### src/rtl/mem_tile_pkg.sv
// Shared types, controller states and geometry helpers for the memory-tile bank controller.
// The typedefs describe the default bank geometry. Parameterised instances size their own signals.
package mem_tile_pkg;

  localparam int unsigned DefDataWidth = 256;
  localparam int unsigned DefNumWords  = 512;
  localparam int unsigned DefNumRows   = 4;

  typedef logic [$clog2(DefNumWords)-1:0]  sram_addr_t;
  typedef logic [DefDataWidth-1:0]         mem_data_t;
  typedef logic [DefDataWidth/8-1:0]       mem_be_t;
  typedef logic [$clog2(DefNumRows)-1:0]   macro_sel_t;

  typedef enum logic [1:0] {
    SBoot,
    SInit,
    SRun
  } ctrl_state_e;

  function automatic int unsigned word_addr_width(input int unsigned num_words);
    return $clog2(num_words);
  endfunction

  function automatic int unsigned macro_sel_width(input int unsigned num_rows);
    return $clog2(num_rows);
  endfunction

  // The macro select sits directly above the word-address field of the byte address.
  function automatic int unsigned macro_sel_offset(input int unsigned addr_offset,
                                                   input int unsigned num_words);
    return addr_offset + $clog2(num_words);
  endfunction

endpackage

### src/rtl/mem_tile_rsp_tracker.sv
// Fixed-depth shift register that carries per-request metadata to the cycle its response is due.
// Valid bits are cleared by the synchronous reset; the payload follows the valid bits unreset.
module mem_tile_rsp_tracker #(
  parameter int unsigned Depth = 1,
  parameter type payload_t = logic
) (
  input  logic     clk_i,
  input  logic     rst_ni,
  input  logic     in_valid_i,
  input  payload_t in_payload_i,
  output logic     out_valid_o,
  output payload_t out_payload_o
);

  logic [Depth-1:0] valid_q;
  payload_t         payload_q [Depth];

  always_ff @(posedge clk_i) begin
    if (!rst_ni) begin
      valid_q <= '0;
    end else begin
      valid_q[0] <= in_valid_i;
      for (int i = 1; i < Depth; i++) valid_q[i] <= valid_q[i-1];
    end
  end

  always_ff @(posedge clk_i) begin
    payload_q[0] <= in_payload_i;
    for (int i = 1; i < Depth; i++) payload_q[i] <= payload_q[i-1];
  end

  assign out_valid_o   = valid_q[Depth-1];
  assign out_payload_o = payload_q[Depth-1];

endmodule

### src/rtl/mem_tile_bank_ctrl.sv
// Per-bank SRAM controller: zero-init sweep after reset, address decode onto a column of
// macros, optional request register, and fixed-latency response return.
module mem_tile_bank_ctrl
  import mem_tile_pkg::*;
#(
  parameter int unsigned SramDataWidth  = 256,
  parameter int unsigned SramNumWords   = 512,
  parameter int unsigned NumBankRows    = 4,
  parameter int unsigned AddrWidth      = 20,
  parameter int unsigned SramAddrOffset = 5,
  parameter int unsigned ReqPipe        = 0,
  parameter int unsigned SramLatency    = 1
) (
  input  logic                                   clk_i,
  input  logic                                   rst_ni,
  input  logic                                   init_en_i,
  output logic                                   init_done_o,
  input  logic                                   mem_req_i,
  output logic                                   mem_gnt_o,
  input  logic [AddrWidth-1:0]                   mem_addr_i,
  input  logic                                   mem_we_i,
  input  logic [SramDataWidth-1:0]               mem_wdata_i,
  input  logic [SramDataWidth/8-1:0]             mem_be_i,
  output logic                                   mem_rvalid_o,
  output logic [SramDataWidth-1:0]               mem_rdata_o,
  output logic [NumBankRows-1:0]                 sram_req_o,
  output logic [NumBankRows-1:0]                 sram_we_o,
  output logic [$clog2(SramNumWords)-1:0]        sram_addr_o,
  output logic [SramDataWidth-1:0]               sram_wdata_o,
  output logic [SramDataWidth/8-1:0]             sram_be_o,
  input  logic [NumBankRows*SramDataWidth-1:0]   sram_rdata_i
);

  localparam int unsigned AW     = word_addr_width(SramNumWords);
  localparam int unsigned SelW   = macro_sel_width(NumBankRows);
  localparam int unsigned SelWE  = (SelW > 0) ? SelW : 1;
  localparam int unsigned SelOff = macro_sel_offset(SramAddrOffset, SramNumWords);
  localparam int unsigned CntW   = AW + SelW;
  localparam int unsigned BeW    = SramDataWidth / 8;
  localparam int unsigned Lat    = ReqPipe + SramLatency;
  localparam logic [CntW-1:0] CntMax = CntW'(NumBankRows * SramNumWords - 1);

  typedef struct packed {
    logic             is_read;
    logic [SelWE-1:0] sel;
  } trk_t;

  ctrl_state_e     state_q, state_d;
  logic [CntW-1:0] cnt_q, cnt_d;
  logic            run;

  always_ff @(posedge clk_i) begin
    if (!rst_ni) begin
      state_q <= SBoot;
      cnt_q   <= '0;
    end else begin
      state_q <= state_d;
      cnt_q   <= cnt_d;
    end
  end

  always_comb begin
    state_d = state_q;
    cnt_d   = cnt_q;
    unique case (state_q)
      SBoot: state_d = init_en_i ? SInit : SRun;
      SInit: begin
        cnt_d = cnt_q + CntW'(1);
        if (cnt_q == CntMax) begin
          state_d = SRun;
          cnt_d   = '0;
        end
      end
      SRun:    state_d = SRun;
      default: state_d = SBoot;
    endcase
  end

  // Handshake: a request transfers in a cycle with mem_req_i && mem_gnt_o; its response
  // (mem_rvalid_o) follows exactly Lat cycles later and cannot be back-pressured.
  assign run         = (state_q == SRun);
  assign init_done_o = run;
  assign mem_gnt_o   = run & mem_req_i;

  logic [SelWE-1:0] req_sel, init_sel;
  logic [AW-1:0]    req_word, init_word;
  logic             unused_addr;

  assign req_word    = mem_addr_i[SramAddrOffset +: AW];
  assign init_word   = cnt_q[AW-1:0];
  assign unused_addr = ^mem_addr_i;

  if (SelW > 0) begin : g_sel
    assign req_sel  = mem_addr_i[SelOff +: SelW];
    assign init_sel = cnt_q[AW +: SelW];
  end else begin : g_nosel
    assign req_sel  = '0;
    assign init_sel = '0;
  end

  logic                     st_v, st_we;
  logic [SelWE-1:0]         st_sel;
  logic [AW-1:0]            st_addr;
  logic [SramDataWidth-1:0] st_wdata;
  logic [BeW-1:0]           st_be;

  if (ReqPipe != 0) begin : g_pipe
    always_ff @(posedge clk_i) begin
      if (!rst_ni) st_v <= 1'b0;
      else         st_v <= mem_gnt_o;
    end
    always_ff @(posedge clk_i) begin
      st_we    <= mem_we_i;
      st_sel   <= req_sel;
      st_addr  <= req_word;
      st_wdata <= mem_wdata_i;
      st_be    <= mem_be_i;
    end
  end else begin : g_comb
    assign st_v     = mem_gnt_o;
    assign st_we    = mem_we_i;
    assign st_sel   = req_sel;
    assign st_addr  = req_word;
    assign st_wdata = mem_wdata_i;
    assign st_be    = mem_be_i;
  end

  // The sweep owns the macros while it runs; traffic cannot be in flight then.
  always_comb begin
    sram_req_o   = '0;
    sram_we_o    = '0;
    sram_addr_o  = st_addr;
    sram_wdata_o = st_wdata;
    sram_be_o    = st_be;
    if (state_q == SInit) begin
      sram_req_o[init_sel] = 1'b1;
      sram_we_o[init_sel]  = 1'b1;
      sram_addr_o          = init_word;
      sram_wdata_o         = '0;
      sram_be_o            = '1;
    end else if (st_v) begin
      sram_req_o[st_sel] = 1'b1;
      sram_we_o[st_sel]  = st_we;
    end
  end

  trk_t trk_in, trk_out;
  logic trk_v;

  assign trk_in.is_read = ~mem_we_i;
  assign trk_in.sel     = req_sel;

  mem_tile_rsp_tracker #(
    .Depth     (Lat),
    .payload_t (trk_t)
  ) u_tracker (
    .clk_i         (clk_i),
    .rst_ni        (rst_ni),
    .in_valid_i    (mem_gnt_o),
    .in_payload_i  (trk_in),
    .out_valid_o   (trk_v),
    .out_payload_o (trk_out)
  );

  logic [SramDataWidth-1:0] rdata_arr [NumBankRows];

  for (genvar g = 0; g < NumBankRows; g++) begin : g_rdata
    assign rdata_arr[g] = sram_rdata_i[g*SramDataWidth +: SramDataWidth];
  end

  assign mem_rvalid_o = trk_v;
  assign mem_rdata_o  = (trk_v && trk_out.is_read) ? rdata_arr[trk_out.sel] : '0;

endmodule

### config.mk
export PLATFORM = sky130hd
export DESIGN_NAME = mem_tile_bank_ctrl
export DESIGN_NICKNAME = d
export VERILOG_FILES = /design/src/rtl/mem_tile_pkg.sv /design/src/rtl/mem_tile_rsp_tracker.sv /design/src/rtl/mem_tile_bank_ctrl.sv
export SDC_FILE = /design/constraint.sdc
export NUM_CORES = 1
export LEC_CHECK = 0
export ABC_AREA = 1
export CAP_MARGIN = 20
export CELL_PAD_IN_SITES_DETAIL_PLACEMENT = 1
export CELL_PAD_IN_SITES_GLOBAL_PLACEMENT = 1
export CORE_AREA = 2 2 744 746
export CTS_BUF_LIST = sky130_fd_sc_hd__clkbuf_8
export DETAILED_ROUTE_END_ITERATION = 8
export DIE_AREA = 0 0 746 748
export PLACE_DENSITY = 0.32
export SETUP_SLACK_MARGIN = 0.02
export SLEW_MARGIN = 10
export SYNTH_ARGS = -nofsm -noshare
export SYNTH_HDL_FRONTEND = slang
export SYNTH_HIERARCHICAL = 1
export SYNTH_SLANG_ARGS = --single-unit
### constraint.sdc
create_clock -name clk_i -period 2.83 [get_ports clk_i]
set_input_delay 0.566 -clock clk_i [delete_from_list [all_inputs] [get_ports clk_i]]
set_output_delay 0.566 -clock clk_i [all_outputs]
set_load 0.03 [all_outputs]
==> impl_metrics.csv, run 1 <==
group,metric,value,unit
run_status,outcome,"finished with violations",
run_status,violations,"negative setup slack",
power,p_comb_frac,0.961,
power,p_per_area,294.1,mW/mm^2
finish,regArea,349.1,um^2
synthesis,synth_edf_count,0,
synthesis,synth_area,0.01208,mm^2
finish,n_fill_cell,65750,
floorplanning,die_h,748,um
power,p_leak,18.03,nW
synthesis,synth.net_count,4063,
power,p_switching,8.371,mW
finish,final_util,0.09068,
clock_network,cts_tree,"yes",
worst_setup_path,start_kind,"register",
synthesis,synthXorXnorAreaFrac,0.003624,
worst_setup_path,cp.depth,13,
route,drc,0,
clock_network,cts-root-buf,"clkbuf_8",
worst_setup_path,crit_type,"reg2out",
route,antenna_left,0,
worst_setup_path,cp-end-kind,"output pin",
clock_network,cts_max_level,1,
worst_setup_path,ff2ff_path_depth,8,
timing,fin_crit,2954,ps
timing,slew_violations,0,
synthesis,synth_area_leaders,"nor2_1 41%, o21ai_0 17%, a21oi_1 11%, inv_1 8.5%, o21ai_1 4.9%",
worst_setup_path,crit_slowest_cell,"dfxtp_4",
synthesis,synth_warnings,6,
worst_setup_path,worstPathArrival,2390,ps
route,vias_per_cell,2.401,
global_route,grt_max_degree,61,
power,peakVddDrop,0.1960,mV
place,routabilityCongestion,0.9492,
place,place_inst,12050,
route,via_count,29380,
synthesis,synthArstFlopShare,0,
route,routed_wl,412800,um
timing,max_slew_margin,0.6132,
timing,rsz0062_at_grt,"yes",
min_path,hold_depth,2,
finish,multi_input_area,0.01172,mm^2
timing,hold_viol,0,
timing,fin_ws,-123.9,ps
synthesis,syn-instance-count,2721,
synthesis,yosysMostFrequentCell,"nor2_1",
clock_network,hold_buffers,0,
floorplanning,pin_count,1901,
power,p_clk_frac,0.020,
finish,instances_no_fill,12240,
synthesis,synth-adder-area-share,0.005177,
finish,nNetsFinal,6216,
worst_setup_path,r2r_slack,990,ps
floorplanning,rows,273,
synthesis,synth_top_family_by_area,"simple AND/OR/NAND/NOR gates",
floorplanning,die_x,746,um
route,wl_per_cell,33.73,um
synthesis,synth_simple_gate_area_frac,0.4434,
floorplanning,die_area,0.5580,mm^2
route,drtIter0Drc,1668,
worst_setup_path,crit_chain,"buf_12 > buf_16 > buf_16 > buf_12 > buf_12 > buf_6 > nor2_1 > nor2_1 > o21ai_1 > buf_4 > a21oi_2 > buf_4 > buf_12",
global_route,grt_pass1_wl,477400,um
synthesis,synth_cell_type_count,23,
synthesis,syn_area_per_cell,4.441,um^2
worst_setup_path,r2r-end,"cnt_q[4]",
worst_setup_path,path_common_cell,"buf_12",
synthesis,seq_area_frac_synth,0.02816,
clock_network,cts_max_path_buffers,2,
power,seq_power_share,0.019,
synthesis,synth-compound-area-share,0.3267,
finish,syn2layout_area_growth,313.2,%
power,sw_frac_of_total,0.5700,
clock_network,clkSinkCount,17,
floorplanning,start_util,0.02195,
synthesis,ys_top_cells_by_count,"1305 x nor2_1, 400 x o21ai_0, 275 x inv_1",
clock_network,numCtsBuffers,3,
timing,fmax,338.5,MHz
worst_setup_path,rr_startpoint,"state_q[0]",
finish,postLayoutCellArea,0.04993,mm^2
floorplanning,coreArea,0.5506,mm^2
power,power,14.69,mW
place,dpl_worst_slack,-36.74,ps
global_route,grt_pass1_vias,29990,
min_path,hold_end,"cnt_q[1]",
timing,skew,40.18,ps
synthesis,synth_mux_area_frac,0,
job,maxCapViolations,0,
min_path,hold_start,"cnt_q[1]",
place,port_buffers,1891,
finish,drive_above_1_share,0.3084,
place,hpwl,374100,um
synthesis,ys_ff_latch,17,
place,place_area,0.04479,mm^2
worst_setup_path,worstPathRequired,2260,ps
global_route,antenna_found_initial,421,
worst_setup_path,cp_num_buf_inv,9,
min_path,hold_path_class,"reg2reg",
timing,setup_viol,56,
worst_setup_path,slowest_delay,370,ps
timing,worst_pin_slew,574.1,ps
clock_network,clkLatencyLatePin,350,ps
global_route,grtUsageTotal,0.1407,
timing,period_share,1.044,
power,p_int,6.314,mW
worst_setup_path,cp_top_family,"buffers and inverters",
synthesis,ys.flop_type,"dfxtp_1",
route,drt_pre_antenna_iters,5,
worst_setup_path,critPathMaxFanout,5,
synthesis,synth.top_cell.area_share,0.4054,
synthesis,yosys.area.top_type,"nor2_1",
global_route,grt-ovfl-total,0,
clock_network,clk_pin_slew,150,ps
cell families after synthesis:
logic type                 count (synthesis)
and+or+nand+nor                         1398
AOI/OAI and AO/OA                        785
xor gates and xnor gates                   5
adders and majority gates                  5
DFF                                       17
buffers and inverters                    511
metrics by stage:
step / setup TNS, ps / hold slack (ps)
final: -1988 / 535.4
after global routing: -20910 / 585.9
after CTS: -24840 / 532.5
after detailed placement: -36.74 / 515.1
after global placement: -143.4 / 504.2
after floorplan: 0 / 474.3
how the worst max path moves through the flow:
stage / start / end / slack (ps)
global placement: mem_req_i / sram_we_o[2] / -70
detailed placement: u_tracker/payload_q[0][0] / mem_rdata_o[88] / -40
floorplan: state_q[0] / sram_we_o[1] / 230
global route: u_tracker/payload_q[0][0] / mem_rdata_o[226] / -240
finish: u_tracker/payload_q[0][0] / mem_rdata_o[7] / -120
CTS: u_tracker/payload_q[0][0] / mem_rdata_o[7] / -240
metal layers:
metal  vias to the layer above  GRT usage  share of wire
met2                      1933     0.2338           0.46
met5                         -          0         0.0040
met3                       681     0.1075           0.17
li1                      12950          -              -
met1                     13570     0.1415           0.34
met4                       246    0.02419          0.027
cells in the final DEF, fill, tap and decap left out, drive strengths merged:
cell type	count
xor2	5
clkdlybuf4s50	1355
nand3	11
diode	77
nand4	6
buf	1002
o21ai	519
nand2	43
o41ai	3
ha	5
nor2	1305
dlymetal6s2s	13
inv	278
clkbuf	12
dfxtp	17
bufbuf	1
o31ai	3
or2	32
nor3	1
clkinv	2
a21oi	260
flip-flops by register name, indices dropped and copies added, names as in the netlist:
signal,flops
cnt_q,11
state_q,2
u_tracker/out_valid_o,1
u_tracker/payload_q,3
layout make-up:
class                           count  area share
Antenna cell                       77    0.003859
Tap cell                         7287      0.1826
Inverter                          277     0.02148
Clock inverter                      1   0.0001002
Clock buffer                        3   0.0008270
Multi-Input combinational cell   2193      0.2346
Sequential cell                    17    0.006992
Timing Repair inverter              2   0.0004511
Timing Repair Buffer             2380      0.5491
power by group through the flow:
| stage | combinational [mW] | clock [mW] | sequential (mW) |
|---|---|---|---|
| 6_report | 14.1 | 0.290 | 0.286 |
| 5_1_grt | 15.0 | 0.328 | 0.290 |
| 4_1_cts | 14.2 | 0.343 | 0.285 |
| 3_5_place_dp | 13.6 | 0 | 0.292 |
| 3_3_place_gp | 13.7 | 0 | 0.291 |
| 2_1_floorplan | 4.10 | 0 | 0.283 |
timing repair:
action	in CTS	in global routing
resized for setup	432	586
endpoints found under the setup margin	270	283
pin swaps	61	196
gates cloned	23	10
setup buffers	56	36
tightest hold or removal path: stages (launching register included):
cell	delay, ps
dfxtp_1	360
nand2_1	80
a21oi_1	60
Power figures use the tool's default switching activity.
==> inputs of run 2 (changes only) <==
--- a/config.mk
+++ b/config.mk
@@ -13,6 +13,7 @@
 export CTS_BUF_LIST = sky130_fd_sc_hd__clkbuf_8
 export DETAILED_ROUTE_END_ITERATION = 8
 export DIE_AREA = 0 0 746 748
+export GPL_TIMING_DRIVEN = 0
 export PLACE_DENSITY = 0.32
 export SETUP_SLACK_MARGIN = 0.02
 export SLEW_MARGIN = 10
==> impl_metrics.csv, run 2 (same netlist as run 1, synthesis figures left out) <==
group,metric,value,unit
finish,nNetsFinal,6052,
min_path,hold_path_class,"reg2reg",
clock_network,cts_max_path_buffers,2,
floorplanning,rows,273,
min_path,hold_start,"cnt_q[1]",
timing,slew_violations,0,
route,via_count,28970,
timing,fin_ws,-242.5,ps
clock_network,numCtsBuffers,3,
place,routabilityCongestion,0.9769,
clock_network,clk_pin_slew,80,ps
timing,rsz0062_at_grt,"yes",
floorplanning,start_util,0.02195,
floorplanning,die_x,746,um
timing,worst_pin_slew,756.0,ps
route,vias_per_cell,2.392,
worst_setup_path,start_kind,"register",
clock_network,cts_tree,"yes",
timing,hold-worst-slack,518.2,ps
place,hpwl,403900,um
worst_setup_path,crit_start,"u_tracker/payload_q[0][0]",
min_path,hold_depth,2,
worst_setup_path,rr_startpoint,"state_q[0]",
floorplanning,die_h,748,um
worst_setup_path,critPathMaxFanout,12,
floorplanning,coreArea,0.5506,mm^2
worst_setup_path,ff2ff_path_depth,6,
place,place_inst,11950,
finish,layout_commonest_cell,"clkdlybuf4s50_1",
power,peakVddDrop,0.2257,mV
power,p_per_area,289.7,mW/mm^2
timing,fin_crit,3072,ps
route,drc,0,
job,maxCapViolations,0,
route,antenna_left,0,
finish,final_util,0.08091,
timing,fmax,325.5,MHz
clock_network,cts-root-buf,"clkbuf_8",
place,place_area,0.04081,mm^2
run_status,violations,"negative setup slack",
route,wl_per_cell,35.66,um
worst_setup_path,crit_type,"reg2out",
route,routed_wl,431900,um
floorplanning,die_area,0.5580,mm^2
worst_setup_path,cp-end-kind,"output pin",
timing,setup_viol,274,
finish,largest_reg_flops,11,
run_status,outcome,"finished with violations",
route,drtIter0Drc,1757,
finish,layout_common_cells,"1346 x clkdlybuf4s50_1, 1131 x nor2_1, 274 x inv_1, 270 x o21ai_0, 183 x a21oi_1",
worst_setup_path,r2r_slack,1220,ps
timing,period_share,1.086,
global_route,grt_pass1_wl,496000,um
timing,setup_tns,-22040,ps
clock_network,clkLatencyLatePin,290,ps
clock_network,clkSinkCount,17,
worst_setup_path,r2r-end,"cnt_q[0]",
global_route,grt_pass1_vias,29690,
floorplanning,pin_count,1901,
timing,skew,3.659,ps
finish,drive_above_1_share,0.2417,
finish,top_register,"cnt_q",
global_route,grt-ovfl-total,0,
global_route,grt_max_degree,12,
finish,postLayoutCellArea,0.04455,mm^2
finish,reg_top3,"cnt_q: 11 flops, u_tracker/payload_q: 3 flops, state_q: 2 flops",
place,dpl_worst_slack,-2442,ps
finish,instances_no_fill,12110,
timing,max_slew_margin,0.4960,
route,drt_pre_antenna_iters,5,
global_route,antenna_found_initial,410,
clock_network,cts_max_level,1,
clock_network,hold_buffers,0,
timing,hold_viol,0,
finish,syn2layout_area_growth,268.7,%
place,port_buffers,1891,
worst_setup_path,cp-endpoint,"mem_rdata_o[163]",
power,power,12.91,mW
global_route,grtUsageTotal,0.1472,
power,p_leak,15.90,nW
worst_setup_path,worstPathArrival,2510,ps
worst_setup_path,worstPathRequired,2260,ps
## run 2: how the worst min path moves through the flow
stage / end / slack [ps]
after floorplan: cnt_q[8] / 470
after global placement: cnt_q[1] / 500
after detailed placement: cnt_q[1] / 500
after CTS: cnt_q[1] / 520
after global routing: cnt_q[8] / 550
final: cnt_q[1] / 520
## run 2: cell type report
cell class	instances	area, um^2
Antenna cell	115	287.8
Buffer	230	2397
Clock buffer	3	41.29
Clock inverter	1	5.005
Fill cell	66190	506100
Inverter	277	1062
Multi-Input combinational cell	2193	11570
Sequential cell	17	347.8
Tap cell	7287	9117
Timing Repair Buffer	1988	19720
## run 2: per-layer routing
layer  track usage  wire length, um  share of wire
met1        0.1558           154100           0.36
met2        0.2453           197500           0.46
met3       0.09321            64430           0.15
met4       0.03367            14250          0.033
met5             0             1573         0.0036
## run 2: worst max-delay path: stages (launching register included)
cell	delay (ps)
dfxtp_4	440
buf_12	220
inv_16	100
buf_16	220
clkbuf_8	200
o21ai_0	460
a21oi_1	170
buf_2	260
## run 2: where the power goes
part	switching, mW	internal, mW
Sequential	0.0267	0.259
Clock	0.120	0.0990
Combinational	8.13	4.27
## run 2: what timing repair did
item                        CTS  global route
setup endpoints to repair   562           553
buffers inserted             12            21
hold endpoints to repair      0             0
pin swaps                    49            57
resized for setup          2207           988
gates cloned                  2             9
